File: src/rtl/wifi_scr_pkg.sv
// Shared constants and types for the 802.11a frame scrambler, S(x) = x^7 + x^4 + 1.
// State vectors are packed as state[i] = x(i+1), so x7 is the MSB.
package wifi_scr_pkg;

  localparam int SCR_LEN = 7;

  // Feedback taps x7 and x4 as a mask over the packed state (bits 6 and 3).
  localparam logic [SCR_LEN-1:0] SCR_POLY_TAPS = 7'b100_1000;

  localparam logic [SCR_LEN-1:0] SCR_DFLT_SEED = 7'h7F;

  // rx_cnt value at which the receiver has taken all seven SERVICE bits.
  localparam logic [2:0] SCR_CNT_FULL = 3'd7;

  typedef enum logic {
    SCR_TX = 1'b0,
    SCR_RX = 1'b1
  } scr_mode_e;

  // An all-zero LFSR state never leaves zero, so a zero seed is replaced.
  function automatic logic [SCR_LEN-1:0] scr_seed_fix(
    input logic [SCR_LEN-1:0] seed,
    input logic [SCR_LEN-1:0] dflt
  );
    return (seed == '0) ? dflt : seed;
  endfunction

endpackage

File: src/rtl/scr_lfsr_step.sv
// Combinational DATA_W-bit unroll of the scrambler LFSR for one beat.
// Bit 0 of data is the earliest bit in air order and is processed first.
// In RX mode, while cnt < 7, received bits are loaded directly into the
// state (they are keystream, since the SERVICE plaintext is zero) and the
// output bit is forced to 0; once cnt reaches 7 the remaining bits of the
// same beat are descrambled with the recovered state.
module scr_lfsr_step
  import wifi_scr_pkg::*;
#(
  parameter int DATA_W = 8
) (
  input  logic [SCR_LEN-1:0] state,
  input  logic [DATA_W-1:0]  data,
  input  logic [2:0]         cnt,
  input  logic               mode,
  output logic [SCR_LEN-1:0] next_state,
  output logic [DATA_W-1:0]  dout,
  output logic [2:0]         next_cnt,
  output logic               recovered,
  output logic [SCR_LEN-1:0] rec_state
);

  logic [SCR_LEN-1:0] s;
  logic [2:0]         c;
  logic               k;

  // Walk the beat bit by bit, chaining the state through the unroll.
  always_comb begin
    s          = state;
    c          = cnt;
    k          = 1'b0;
    dout       = '0;
    recovered  = 1'b0;
    rec_state  = '0;
    for (int j = 0; j < DATA_W; j++) begin
      if ((mode == SCR_RX) && (c != SCR_CNT_FULL)) begin
        s       = {s[SCR_LEN-2:0], data[j]};
        dout[j] = 1'b0;
        c       = c + 3'd1;
        if (c == SCR_CNT_FULL) begin
          recovered = 1'b1;
          rec_state = s;
        end
      end else begin
        k       = ^(s & SCR_POLY_TAPS);
        dout[j] = data[j] ^ k;
        s       = {s[SCR_LEN-2:0], k};
      end
    end
    next_state = s;
    next_cnt   = c;
  end

endmodule

File: src/rtl/parallel_scrambler.sv
// 802.11a scrambler (TX) / self-synchronising descrambler (RX), DATA_W bits
// per clock. Holds the LFSR, mode, SERVICE-bit counter, lock flag and the
// registered output stage; the per-beat bit unroll lives in scr_lfsr_step.
//
// Handshake: an input beat transfers on a rising edge where
// In_valid & In_ready; an output beat transfers where Out_valid & Out_ready
// while En is high. In_ready = En & (~Out_valid | Out_ready), so an output
// beat is replaced in the same cycle it is consumed. En low freezes
// everything, including the output register, so a held beat is neither
// consumed nor lost while En is low. Out holds while Out_valid & ~Out_ready.
module parallel_scrambler
  import wifi_scr_pkg::*;
#(
  parameter int                 DATA_W    = 8,
  parameter logic [SCR_LEN-1:0] DFLT_SEED = SCR_DFLT_SEED
) (
  input  logic              Clk,
  input  logic              Reset,
  input  logic              En,
  input  logic              Mode,
  input  logic              Start,
  input  logic [6:0]        Seed,
  input  logic              In_valid,
  output logic              In_ready,
  input  logic [DATA_W-1:0] Data,
  output logic              Out_valid,
  input  logic              Out_ready,
  output logic [DATA_W-1:0] Out,
  output logic              Locked,
  output logic              Sync_err
);

  logic [SCR_LEN-1:0] lfsr;
  scr_mode_e          mode_q;
  logic [2:0]         rx_cnt;

  logic               accept;
  logic               start_go;

  // State as seen by the current beat, after folding in a same-cycle Start.
  logic [SCR_LEN-1:0] eff_state;
  scr_mode_e          eff_mode;
  logic [2:0]         eff_cnt;
  logic               eff_locked;

  logic [SCR_LEN-1:0] step_state;
  logic [DATA_W-1:0]  step_dout;
  logic [2:0]         step_cnt;
  logic               step_rec;
  logic [SCR_LEN-1:0] step_rec_state;

  logic               rec_good;
  logic               rec_zero;

  assign In_ready = En & (~Out_valid | Out_ready);
  assign accept   = In_valid & In_ready;
  assign start_go = En & Start;

  assign rec_good = accept & step_rec & (step_rec_state != '0);
  assign rec_zero = accept & step_rec & (step_rec_state == '0);

  // A Start takes effect on the beat accepted in the same cycle.
  always_comb begin
    eff_state  = lfsr;
    eff_mode   = mode_q;
    eff_cnt    = rx_cnt;
    eff_locked = Locked;
    if (start_go) begin
      eff_mode = scr_mode_e'(Mode);
      eff_cnt  = '0;
      if (scr_mode_e'(Mode) == SCR_TX) begin
        eff_state  = scr_seed_fix(Seed, DFLT_SEED);
        eff_locked = 1'b1;
      end else begin
        eff_locked = 1'b0;
      end
    end
  end

  scr_lfsr_step #(
    .DATA_W (DATA_W)
  ) u_step (
    .state      (eff_state),
    .data       (Data),
    .cnt        (eff_cnt),
    .mode       (eff_mode),
    .next_state (step_state),
    .dout       (step_dout),
    .next_cnt   (step_cnt),
    .recovered  (step_rec),
    .rec_state  (step_rec_state)
  );

  // LFSR, mode and counter advance only on accepted beats; Start alone just loads/arms.
  always_ff @(posedge Clk or posedge Reset) begin
    if (Reset) begin
      lfsr   <= SCR_DFLT_SEED;
      mode_q <= SCR_TX;
      rx_cnt <= '0;
      Locked <= 1'b0;
    end else if (En) begin
      mode_q <= eff_mode;
      lfsr   <= accept ? step_state : eff_state;
      rx_cnt <= accept ? step_cnt : eff_cnt;
      if (rec_good) begin
        Locked <= 1'b1;
      end else begin
        Locked <= eff_locked;
      end
    end
  end

  // Output register: load on accept, drop valid when consumed, hold when stalled.
  always_ff @(posedge Clk or posedge Reset) begin
    if (Reset) begin
      Out       <= '0;
      Out_valid <= 1'b0;
    end else if (En) begin
      if (accept) begin
        Out       <= step_dout;
        Out_valid <= 1'b1;
      end else if (Out_ready) begin
        Out_valid <= 1'b0;
      end
    end
  end

  // Single-cycle flag when the recovered RX state is all zero (LFSR stays 0).
  always_ff @(posedge Clk or posedge Reset) begin
    if (Reset) begin
      Sync_err <= 1'b0;
    end else begin
      Sync_err <= rec_zero;
    end
  end

endmodule

File: config.mk
export PLATFORM = sky130hd
export DESIGN_NAME = parallel_scrambler
export DESIGN_NICKNAME = d
export VERILOG_FILES = /design/src/rtl/wifi_scr_pkg.sv /design/src/rtl/scr_lfsr_step.sv /design/src/rtl/parallel_scrambler.sv
export SDC_FILE = /design/constraint.sdc
export NUM_CORES = 1
export LEC_CHECK = 0
export ABC_CLOCK_PERIOD_IN_PS = 14320
export CAP_MARGIN = 20
export CORE_MARGIN = 1
export CORE_UTILIZATION = 40
export CTS_BUF_LIST = sky130_fd_sc_hd__clkbuf_16
export DETAILED_ROUTE_END_ITERATION = 12
export GPL_TIMING_DRIVEN = 0
export PLACE_DENSITY = 0.71
export SLEW_MARGIN = 20
export SYNTH_ARGS = -nofsm -noshare
export SYNTH_HDL_FRONTEND = slang
export SYNTH_SLANG_ARGS = --single-unit
File: constraint.sdc
create_clock -name Clk -period 14.32 [get_ports Clk]
set_input_delay 4.296 -clock Clk [delete_from_list [all_inputs] [get_ports Clk]]
set_output_delay 4.296 -clock Clk [all_outputs]
set_load 0.03 [all_outputs]
== Word-level counts from Yosys, hierarchy flattened ==
Cells that the tools add are included.

* Register bits after elaboration: 22
* Bits in latches: 0
* RAM bits: 0
* ROM bits: 0
* Input bits: 22
* Output and inout port bits: 12
* Logic and storage cells: 139
* Memories: 0

* Add/sub/neg operators: 8
* $mul: 0
* Divide/modulo/power cells: 0
* $lt $le $gt $ge: 0
* Equal/unequal tests: 16
* Shift-type cells: 0
* Muxes and demuxes: 68
* Bitwise operators: 16
* Reduce and logical (&&, ||, !) cells: 24

{| class="wikitable"
|+ Operators with widths
! kind !! count
|-
| two-way mux 7 bit || 20
|-
| XOR reduction 7 bit || 8
|-
| two-way mux 1 bit || 38
|-
| two-way mux 3 bit || 10
|-
| adder 3 x 1 -> 3 bit (second input constant) || 8
|-
| equality test 3 bit (second input constant) || 8
|-
| inequality test 3 bit (second input constant) || 8
|-
| zero test 7 bit || 2
|-
| logical AND 1 bit || 8
|-
| bitwise XOR 1 bit || 8
|-
| nonzero test 7 bit || 1
|-
| bitwise AND 1 bit || 6
|-
| AND reduction 2 bit || 3
|-
| nonzero test 2 bit || 2
|-
| NOT 1 bit || 1
|-
| OR 1 bit || 1
|}

== Logic depth before layout (Yosys ltp) ==
Gate-level depths: netlist (run 1).

* Depth in word-level cells: 31
* Gate-level depth with buffers: 50
* Mapped depth without buffers: 44

== Hierarchy ==
From an unflattened synthesis (run 1), not the netlist that was laid out.

* Cells, all modules: 346
* Area, all modules: 2,879.0 um^2

{| class="wikitable"
|+ By module, submodules not included
! module !! times used !! cells an instance !! area an instance (um^2) !! seq. area each (um^2)
|-
| scr_lfsr_step || 1 || 251 || 1,858.0 || 0.0
|-
| parallel_scrambler || 1 || 95 || 1,021.0 || 559.3
|}

== Worst setup path before layout (run 1) ==
Ideal clock, no wire load.

* Kind: input port to flip-flop
* Start: input Start
* End: register Locked
* Setup time: 0.133 ns
* Data arrival time: 12.906 ns
* Required time: 14.187 ns
* Path slack: 1.281 ns
* Stages: 48
* Path buffers: 6
* Cell sequence: buf_2 -> nand2_1 -> nand2_1 -> inv_1 -> ha_1 -> ha_1 -> buf_6 -> nand2b_1 -> o21a_1 -> ha_1 -> ha_1 -> buf_2 -> xnor2_1 -> nor2_1 -> xnor2_1 -> o22ai_1 -> ha_1 -> ha_1 -> (+12 left out) -> a21o_1 -> mux2_2 -> ha_1 -> clkbuf_1 -> xnor2_1 -> xnor2_1 -> and4_4 -> nor2_4 -> o21ai_0 -> ha_1 -> xnor3_1 -> o21ai_0 -> ha_1 -> nor2_1 -> and3_1 -> o31a_1 -> nor2_1 -> nor3_1

* Word-level cells in the longest chain between the ends: 31
* Elaborated cells between the ends (all ways): 95
* Those cells by class: add/sub: 8; eq/ne: 16; mux: 50; bitwise: 3; reduce/logical: 18

{| class="wikitable"
|+ Ends and longest elaborated chain
! element !! line !! source
|-
| from (decl) || parallel_scrambler.sv:21 || <nowiki>input logic Start,</nowiki>
|-
| bitwise AND 1 bit (*) || parallel_scrambler.sv:57 || <nowiki>assign start_go = En & Start;</nowiki>
|-
| branches (longest 30 deep; another with adder 3 x 1 -> 3 bit) || n/a ||
|-
| to (signal assigned) || parallel_scrambler.sv:108 || <nowiki>Locked <= eff_locked;</nowiki>
|-
| to (decl) || parallel_scrambler.sv:29 || <nowiki>output logic Locked,</nowiki>
|}

Every way passes the cells marked *.
A chain may end at the register's enable or synchronous reset.

== Worst setup path after layout (run 1) ==
Same ends and word-level chain as after synthesis.

==> results.txt, run 1 <==
The number of diodes is 0. Counting every instance in the synthesized netlist gives 360. Of the total synthesized cell area, the portion taken by full adders, half adders and majority gates is 0.0768. The count of non-filler cells in the finished layout is 490.

The slew at the pin with the worst max-slew slack is 0.898 ns. Data on the critical path is required at its endpoint by 14.45 ns. During I/O placement, the number of pins put on the boundary was 34. The filler cells instantiated in the layout total 684.

The number of cells after detailed placement came out at 488. The maximum fanout along the worst path came out at 10. The residual antenna-violating net count after detailed routing came out at 0.

The detail-routed via count per cell came out at 6.13. The flow ran to the end, and the final reports show no timing, DRC or antenna violations. The die height came out at 87.6 µm. TritonCTS built the clock tree. The worst pin sits at a relative slew slack of 0.400. The worst clock skew came out at 0.00609 ns. Max-cap violations in this run came to 0. The worst setup path is of the input pin to flip-flop kind.

The share of cells above drive strength 1 came out at 0.157. The synthesized-area fraction occupied by ao, oa, aoi and oai cells is 0.312. The area of the die is 7680 µm². Setup repair after global routing left no endpoint under its margin.

Of the total synthesized cell area, the portion taken by XOR and XNOR cells is 0.0904. The sum of routed wire length over all layers is 9.14 mm. In the synthesized netlist the dominant register cell turns out to be sky130_fd_sc_hd__dfrtp_1. Measured against the total synthesized area, the mux share comes to 0.0584. The number of cells traversed by the worst register-to-register path is 42.

The flip-flop and latch count after synthesis is 22. The clock tree buffer depth is 2. The proportion of synthesized flip-flops having asynchronous set or reset came out at 1.00.

STA classifies the critical path startpoint as an input pin. For this design, the slowest cell found on the critical path is sky130_fd_sc_hd__clkdlybuf4s50_1. The number of slew-limit violations in the final report is 0. The maximum VDD drop came out at 0.0000562 V. The startpoint of the lowest-slack hold path is Out[4].

The pin count of the biggest net entering global routing is 23. The minimum clock period after layout is 13.68 ns. The global placer's final weighted congestion came out at 0.948. The type of the worst min-delay path is flip-flop to flip-flop.

The insertion delay to the later sink of the worst-skew pair is 0.26 ns. CTS built an H-tree with a depth of 1. The post-synth design cell area is 2930 µm².

The count of buffers inserted at the top-level ports came out at 32. The routed layout has 3003 vias. The count of cell types in the netlist is 73. The most common library cell in the layout ignoring fill and taps is sky130_fd_sc_hd__nand2_1.

The number of synthesized flops with an enable pin came out at 0. The register area share after synthesis is 0.191. The starting density of the core is 0.422.

Setup violations remaining at the end of the flow were counted as 0. The total core area is 6940 µm². Of the total synthesized cell area, the portion taken by AND, OR, NAND and NOR gates is 0.224.

The static power due to leakage came out at 1.44 nW. The net count reported at finish is 435. In the routed design, unresolved DRC markers number 0. The area growth from synthesis to layout came out at 21.2%. In the layout the commonest cells are sky130_fd_sc_hd__nand2_1 (33), sky130_fd_sc_hd__clkdlybuf4s50_1 (32), sky130_fd_sc_hd__nor2_1 (25). Once layout is complete, the utilization of the core stands at 0.512. The main combinational cell family by area after synthesis is compound AO/OA/AOI/OAI gates. The nature of the critical path endpoint is a flip-flop. The number of antenna violations at the first check in global routing is 0.

In this design, the stage delay of the slowest critical-path cell is 0.51 ns. The fmax is 73.1 MHz. In this run the register-to-register setup slack is 5.18 ns. The standard-cell row count is 30. The final count of hold timing violations is 0. The worst setup path startpoint is Start. The clock net in this run drives a total of 22 sinks. The path with the worst hold slack has its endpoint at Out[4]. The endpoint arrival time on the critical path is 13.81 ns. The global-route usage over all layers came out at 0.247. The detailed placer's ending HPWL is 7.25 mm. The final period utilization came out at 0.955.

The die is 87.6 µm wide. Counting stages on the worst path, the most repeated cell is sky130_fd_sc_hd__ha_1. The Yosys step of the flow raised 0 warnings. The number of cells traversed by the worst hold path came out at 2. In this run the critical register-to-register path is launched from mode_q. After clock tree synthesis, the clock-pin slew on the worst setup and hold paths is 0.06 ns. The net count after synthesis is 400.

Before antenna repair, the detailed router went through 5 iterations. The routed length per instance is 18.7 µm. Clock tree synthesis inserted a total of 3 buffers. The via count of the first global-routing pass is 2908. The wire length of the first global-routing pass came out at 14.6 mm. The total congestion overflow is 0. The average size of a mapped cell is 8.15 µm². The overall power consumption is 0.567 mW. For this design the ratio of total power to cell area is 160 nW/µm². The master cell of the clock root buffer is sky130_fd_sc_hd__clkbuf_16. The worst register-to-register path ends at Locked. The starting DRC count in detailed routing came out at 289.
## flip-flops by register name, summed over array words and instances (netlist names)
name / flops
Out: 8
Locked: 1
Sync_err: 1
rx_cnt: 3
Out_valid: 1
mode_q: 1
lfsr: 7
## routing by layer
| layer | track usage | vias up | wire length [µm] |
|---|---|---|---|
| li1 | - | 1433 | - |
| met1 | 0.318 | 1415 | 4010 |
| met2 | 0.418 | 126 | 4210 |
| met3 | 0.0198 | 29 | 593 |
| met4 | 0.119 | 0 | 329 |
| met5 | 0 | - | 0 |
## where the power goes
group	switching (mW)	leakage [nW]	internal (mW)
combinational	0.214	1.12	0.166
sequential	0.0187	0.266	0.0881
clock	0.0249	0.0511	0.0556
## synth_stat cells, types with 3 or more instances
cell type,number,share of area
sky130_fd_sc_hd__a31oi_1,5,0.011
sky130_fd_sc_hd__nand3_1,4,0.0068
sky130_fd_sc_hd__o221ai_1,4,0.012
sky130_fd_sc_hd__a21oi_1,18,0.031
sky130_fd_sc_hd__a211oi_2,3,0.013
sky130_fd_sc_hd__xor2_1,6,0.018
sky130_fd_sc_hd__or3_1,3,0.0064
sky130_fd_sc_hd__a21o_1,5,0.013
sky130_fd_sc_hd__clkbuf_1,8,0.010
sky130_fd_sc_hd__a211o_1,5,0.015
sky130_fd_sc_hd__a221o_1,3,0.010
sky130_fd_sc_hd__and3_1,3,0.0064
sky130_fd_sc_hd__nand2b_1,9,0.019
sky130_fd_sc_hd__and3b_1,4,0.012
sky130_fd_sc_hd__mux2_2,6,0.023
sky130_fd_sc_hd__dfstp_2,7,0.063
sky130_fd_sc_hd__nor3_1,13,0.022
sky130_fd_sc_hd__buf_2,5,0.0085
sky130_fd_sc_hd__nand2_1,34,0.044
sky130_fd_sc_hd__dfrtp_1,15,0.13
sky130_fd_sc_hd__a211oi_1,3,0.0077
sky130_fd_sc_hd__mux2i_1,9,0.031
sky130_fd_sc_hd__inv_1,13,0.017
sky130_fd_sc_hd__o211ai_1,6,0.015
sky130_fd_sc_hd__ha_1,18,0.077
sky130_fd_sc_hd__o22ai_1,6,0.013
sky130_fd_sc_hd__o21ai_0,21,0.036
sky130_fd_sc_hd__xnor2_1,19,0.057
sky130_fd_sc_hd__o31ai_1,11,0.028
sky130_fd_sc_hd__nor4_1,3,0.0064
sky130_fd_sc_hd__o21a_1,6,0.015
sky130_fd_sc_hd__o21ai_1,4,0.0068
sky130_fd_sc_hd__nor2_1,25,0.032
sky130_fd_sc_hd__and2_1,3,0.0064
sky130_fd_sc_hd__nand3b_1,3,0.0077
## worst max-delay path, delay by kind of cell
| kind | cells | cell delay, ns |
|---|---|---|
| multiplexers | 1 | 0.35 |
| AND/OR/NAND/NOR | 13 | 2.11 |
| buffers and inverters | 7 | 1.50 |
| adder cells (fa/ha/maj) | 13 | 2.66 |
| XOR/XNOR | 6 | 1.43 |
| AO/OA/AOI/OAI | 8 | 1.44 |
## worst max path at each step
stage / end / slack (ns) / depth (start not counted)
after CTS: Locked / 0.08 / 48
after global placement: Locked / -0.40 / 50
final: Locked / 0.64 / 48
after global routing: Locked / 0.04 / 47
after detailed placement: Locked / -0.60 / 50
after floorplan: Locked / 1.28 / 48
## metrics by stage
step / TNS (ns) / worst slack [ns] / instance area, µm² / hold slack [ns]
3_3_place_gp: -0.821 / -0.403 / 3370 / 0.462
5_1_grt: 0 / 0.0369 / 3560 / 0.504
2_1_floorplan: 0 / 1.28 / 2930 / 0.530
3_5_place_dp: -1.81 / -0.598 / 3370 / 0.469
4_1_cts: 0 / 0.0847 / 3480 / 0.483
6_report: 0 / 0.642 / 3560 / 0.478
## area by class of cell
cell class,instances,area (µm²),share of cell area
Buffer,14,76.3,0.0215
Tap cell,96,120,0.0338
Multi-Input combinational cell,307,2320,0.652
Sequential cell,22,559,0.157
Clock inverter,1,30.0,0.00844
Inverter,15,56.3,0.0158
Timing Repair Buffer,32,320,0.0901
Clock buffer,3,75.1,0.0211
## logic make-up (layout without fill, tap and decap cells)
logic type,Yosys count,in the layout
compound gates,126,126
simple gates,120,120
buf+inv,31,65
xor+xnor,27,27
flops,22,22
fa+ha+maj,18,18
mux,16,16
## timing repair
action | 4_1_cts | 5_1_grt
setup buffers | 0 | 0
hold buffers | 0 | 0
cloned | 0 | 0
gates resized for setup | 2 | 15
setup endpoints to repair | 3 | 5
Note: power is estimated with default switching activity, not from simulation.
==> run 2: changes to the inputs <==
- CAP_MARGIN: 20 -> 10
==> results of run 2 <==
Same layout as run 1: the final DEF is identical, and so are final timing and power.
==> run 3: changes to the inputs <==
- CTS_CLUSTER_SIZE: not set -> 25
==> results of run 3 <==
Same layout as run 1: the final DEF is identical, and so are final timing and power.
==> RTL change 1: new RTL, flow settings as in run 1 <==
`DATA_W` is set to 8 in 2 places; all go to 7.
--- a/src/rtl/scr_lfsr_step.sv
+++ b/src/rtl/scr_lfsr_step.sv
@@ -9,3 +9,3 @@
 #(
-  parameter int DATA_W = 8
+  parameter int DATA_W = 7
 ) (
--- a/src/rtl/parallel_scrambler.sv
+++ b/src/rtl/parallel_scrambler.sv
@@ -13,3 +13,3 @@
 #(
-  parameter int                 DATA_W    = 8,
+  parameter int                 DATA_W    = 7,
   parameter logic [SCR_LEN-1:0] DFLT_SEED = SCR_DFLT_SEED
Ports: changed (resized Data and Out); port bits go from 34 to 32. No check against the original RTL was run, so the function may have changed too.
==> RTL change 1 against run 1 <==
- utilization down 1.3 points
- combinational power down 14%
- final area down 16%
- wire length down 24%
- critical path depth down 4
- total power down 13%
- setup slack worse by 0.0049 ns
- sequential cell count down 1
- synthesized area down 16%
- critical path type unchanged
==> RTL change 1: results (changes against run 1) <==
run_status:
  status: "finished, final reports clean"
synth:
  synth-async-reset-ratio: 1.00  # unchanged
  synthTopCellsByCount: "nand2_1 (33), xnor2_1 (21), inv_1 (20)"
  synth.avg_cell_area_um2: 8.22  # +0.88%
  synth_cell_types: 59  # -19%
  synthTopCellsByArea: "dfrtp_1 (14%), ha_1 (8.6%), dfstp_2 (7.4%)"
  ys_warn_count: 0  # unchanged
  synth_seq_area_share: 0.216  # +0.0253
  synth_nets: 339  # -15%
cts:
  numCtsBuffers: 3  # unchanged
  postCtsSetupRepairBufs: 0  # unchanged
  clock_latency_ns: 0.26  # about the same
  h-tree-depth: 1  # unchanged
route:
  wirelength_mm: 6.94  # -24%
  vias: 2475  # -18%
  dr_wl_met2_mm: 3.09  # -27%
  route.top_layer_used: "met4"
  wirelength_met1_mm: 3.23  # -20%
  drt-initial-drc-count: 240  # -17%
  wl_met3_um: 490  # -17%
placement:
  place_ws_ns: 0.00496  # +0.603 ns
  postPlaceCellArea_mm2: 0.00288  # -15%
  port_buffers: 31  # -3.1%
  dp_hpwl_mm: 5.44  # -25%
  place_congestion: 0.883  # -6.8%
sta:
  period_minus_slack_ns: 13.68  # +0.00494 ns
  hold_slack_ns: 0.474  # -0.00402 ns
  max-slew-margin-rel: 0.428  # +0.0274
  skew_ns: 0.00454  # -0.00155 ns
final_layout:
  final_nets: 375  # -14%
  reg.largest.list: "Out (7), lfsr (7), rx_cnt (3)"
  instances_no_fill: 411  # -16%
  drive_gt1_frac: 0.0863  # -0.0711
  diodes: 0  # unchanged
  n_fill_cell: 598  # -13%
grt:
  grt_max_degree: 22  # -4.3%
  grt_pass1_wl_mm: 11.4  # -22%
  track_usage: 0.228  # -0.0191
  grt_pass1_vias: 2367  # -19%
critical_path:
  crit_fanout: 8  # -2
  reg2reg_setup_slack_ns: 5.13  # -0.05 ns
  cpPeakStageDelay_ns: 0.59  # +0.08 ns
  timing.rr.start: "rx_cnt[0]"
  critPathSlowestCell: "clkdlybuf4s50_1"
  cp.arrival_ns: 13.85  # +0.04 ns
  cp-startpoint: "Start"
power:
  power.leakage_uw: 0.00122  # -15%
  ir_drop_mv: 0.0936  # +66%
min_path:
  min-delay-start: "Out[1]"
  min_path_type: "flop to flop"
RTL change 1: worst paths after layout:
kind	end	cells after the start
setup / recovery	Locked	44
max in group asynchronous	mode_q	2
min in group asynchronous	Out_valid	2
hold reg to reg	Out[1]	2
hold / removal	Out[1]	2
setup reg to reg	Locked	42
RTL change 1: where the power goes:
part	internal [uW]	switching, uW	total, uW
sequential	84.6	18.0	103
combinational	139	189	327
clock	37.8	23.5	61.3
RTL change 1: per-layer routing:
layer,GRT usage,vias up
li1,-,1195
met1,0.309,1149
met2,0.370,115
met3,0.0443,16
met4,0.0482,0
met5,0,-
RTL change 1: critical path, delay by kind of cell:
family,cells,cell delay (ns)
adders and majority gates,12,2.63
AOI/OAI and AO/OA,11,2.42
and+or+nand+nor,10,1.88
buffers and inverters,6,1.24
xor gates and xnor gates,4,0.98
muxes,1,0.40
RTL change 1: cells by family after synthesis:
logic type,Yosys count,synth area share
fa+ha+maj,17,0.0860
buf+inv,32,0.0587
simple gates,95,0.196
flops,21,0.216
xor+xnor,26,0.0981
compound gates,98,0.295
mux,12,0.0506
RTL change 1: final cells by class:
cell class | instances | area [um^2] | share of cell area
plain buffers | 12 | 70.1 | 0.0236
clock buffers | 3 | 75.1 | 0.0253
clock inverters | 1 | 7.51 | 0.00253
inverters | 20 | 75.1 | 0.0253
multi-input cells | 248 | 1810 | 0.608
flip-flops and latches | 21 | 534 | 0.180
well taps | 75 | 93.8 | 0.0316
repair buffers | 31 | 310 | 0.104
RTL change 1: what timing repair did:
action | 4_1_cts | 5_1_grt
gates resized for setup | 0 | 3
setup endpoints to repair | 0 | 5
hold endpoints to repair | 0 | 0
==> RTL change 2: new RTL, config.mk and constraints of run 1 <==
Made on the original files. Register the output `Sync_err` once more, without a reset; this adds one clock of latency there. The other outputs are not delayed to match.
--- a/src/rtl/parallel_scrambler.sv
+++ b/src/rtl/parallel_scrambler.sv
@@ -31,2 +31,4 @@
 );
+
+  logic Sync_err_s0;
 
@@ -130,6 +132,10 @@
     if (Reset) begin
-      Sync_err <= 1'b0;
+      Sync_err_s0 <= 1'b0;
     end else begin
-      Sync_err <= rec_zero;
+      Sync_err_s0 <= rec_zero;
     end
+  end
+
+  always_ff @(posedge Clk) begin
+    Sync_err <= Sync_err_s0;
   end
Function: changed (a bounded check fails within 4 cycles, from zero or initial values and one cycle with Reset high).
==> RTL change 2 against run 1 <==
- setup slack lost 0.18 ns
- synthesized area shrank 11%
- worst hold slack lost 0.13 ns
- synthesized cell count shrank 15%
- via count shrank 19%
- sequential cell count grew 1
- total power shrank 3.3%
- final area shrank 9.5%
- wire length shrank 23%
- critical path type unchanged
- largest cell class unchanged
==> RTL change 2: results (changes against run 1) <==
grt:
  grt_pass1_wl_mm: 11.4  # -22%
  grt_pass1_vias: 2322  # -20%
synth:
  synth-async-reset-ratio: 0.957  # -0.0435
  synth_nets: 346  # -14%
  synth_seq_area_share: 0.223  # +0.0321
  synth_cell_types: 70  # -4.1%
  synthTopCellsByArea: "dfrtp_1 (14%), ha_1 (8.7%), xnor2_1 (7.7%)"
  synthTopCellsByCount: "nand2_1 (36), nor2_1 (30), xnor2_1 (23)"
  synthCells: 306  # -15%
  ys_seq_elements: 23  # +4.5%
power:
  power.leakage_uw: 0.00134  # -6.8%
  p_sw_uw: 254  # -1.6%
  ir_drop_mv: 0.0814  # +45%
  p_comb_frac: 0.691  # +0.021
  power.total_uw: 549  # -3.3%
critical_path:
  cp.arrival_ns: 14.01  # +0.20 ns
  cp-startpoint: "En"
  timing.rr.start: "rx_cnt[1]"
final_layout:
  drive_gt1_frac: 0.166  # +0.00834
  seq_area_frac: 0.180  # +0.0227
  final_nets: 385  # -11%
  buf_share: 0.125  # +0.0137
  comb.multi_input.count: 261  # -15%
  buffers: 45  # -2.2%
  multi_input_area_mm2: 0.00201  # -13%
  instances_no_fill: 421  # -14%
  n_fill_cell: 608  # -11%
route:
  drt-initial-drc-count: 228  # -21%
  wl_per_cell_um: 16.8  # -10%
  drt_pass1_iterations: 4  # -1
run_status:
  status: "finished, final reports clean"
placement:
  place_congestion: 0.924  # -2.5%
  port_buffers: 33  # +3.1%
cts:
  postCtsSetupRepairBufs: 1  # +1
  cts_resized: 12  # +10
sta:
  skew_ns: 0.00299  # -0.00310 ns
  max-slew-margin-rel: 0.403  # +0.00262
## RTL change 2: cell types whose count changed after synthesis, moves of 4 or more
cell	before	now
xnor2_1	19	23
o22ai_1	6	2
a31oi_1	5	1
and2_1	3	7
o21a_1	6	1
o21ai_1	4	0
nor3_1	13	7
nor2_1	25	30
nand2b_1	9	5
a21oi_1	18	10
o21ai_0	21	16
## RTL change 2: kinds of logic after synthesis
| logic type | Yosys count | synth area share |
|---|---|---|
| fa+ha+maj | 18 | 0.0866 |
| mux | 18 | 0.0722 |
| compound gates | 81 | 0.241 |
| simple gates | 112 | 0.222 |
| xor+xnor | 32 | 0.116 |
| flops | 23 | 0.223 |
| buf+inv | 22 | 0.0390 |
## RTL change 2: through the flow
| step | hold slack [ns] | cell area (um^2) |
|---|---|---|
| 4_1_cts | 0.349 | 3170 |
| 3_3_place_gp | 0.345 | 3030 |
| 6_report | 0.344 | 3220 |
| 2_1_floorplan | 0.324 | 2600 |
| 3_5_place_dp | 0.333 | 3030 |
| 5_1_grt | 0.353 | 3220 |
## RTL change 2: worst max-delay path, delay by kind of cell
kind	cells	cell delay (ns)
fa+ha+maj	13	3.11
simple gates	13	2.17
compound gates	9	1.67
mux	3	0.93
buf+inv	3	0.91
xor+xnor	4	0.89
## RTL change 2: per-layer routing
metal  up-vias  share of wire  GRT usage
met3         4          0.059     0.0308
met1      1173           0.46      0.302
met5         -              0          0
met4         0         0.0048     0.0259
met2        66           0.48      0.384
li1       1191              -          -
## RTL change 2: final timing paths
path / endpoint / slack [ns] / cells after the start
worst max-delay path: Sync_err_s0 / 0.47 / 45
worst min-delay path: Sync_err / 0.34 / 0
worst max register to register: Sync_err_s0 / 5.05 / 42
worst min register to register: Sync_err / 0.34 / 0
max in group asynchronous: mode_q / 9.24 / 2
min in group asynchronous: Out_valid / 4.53 / 2
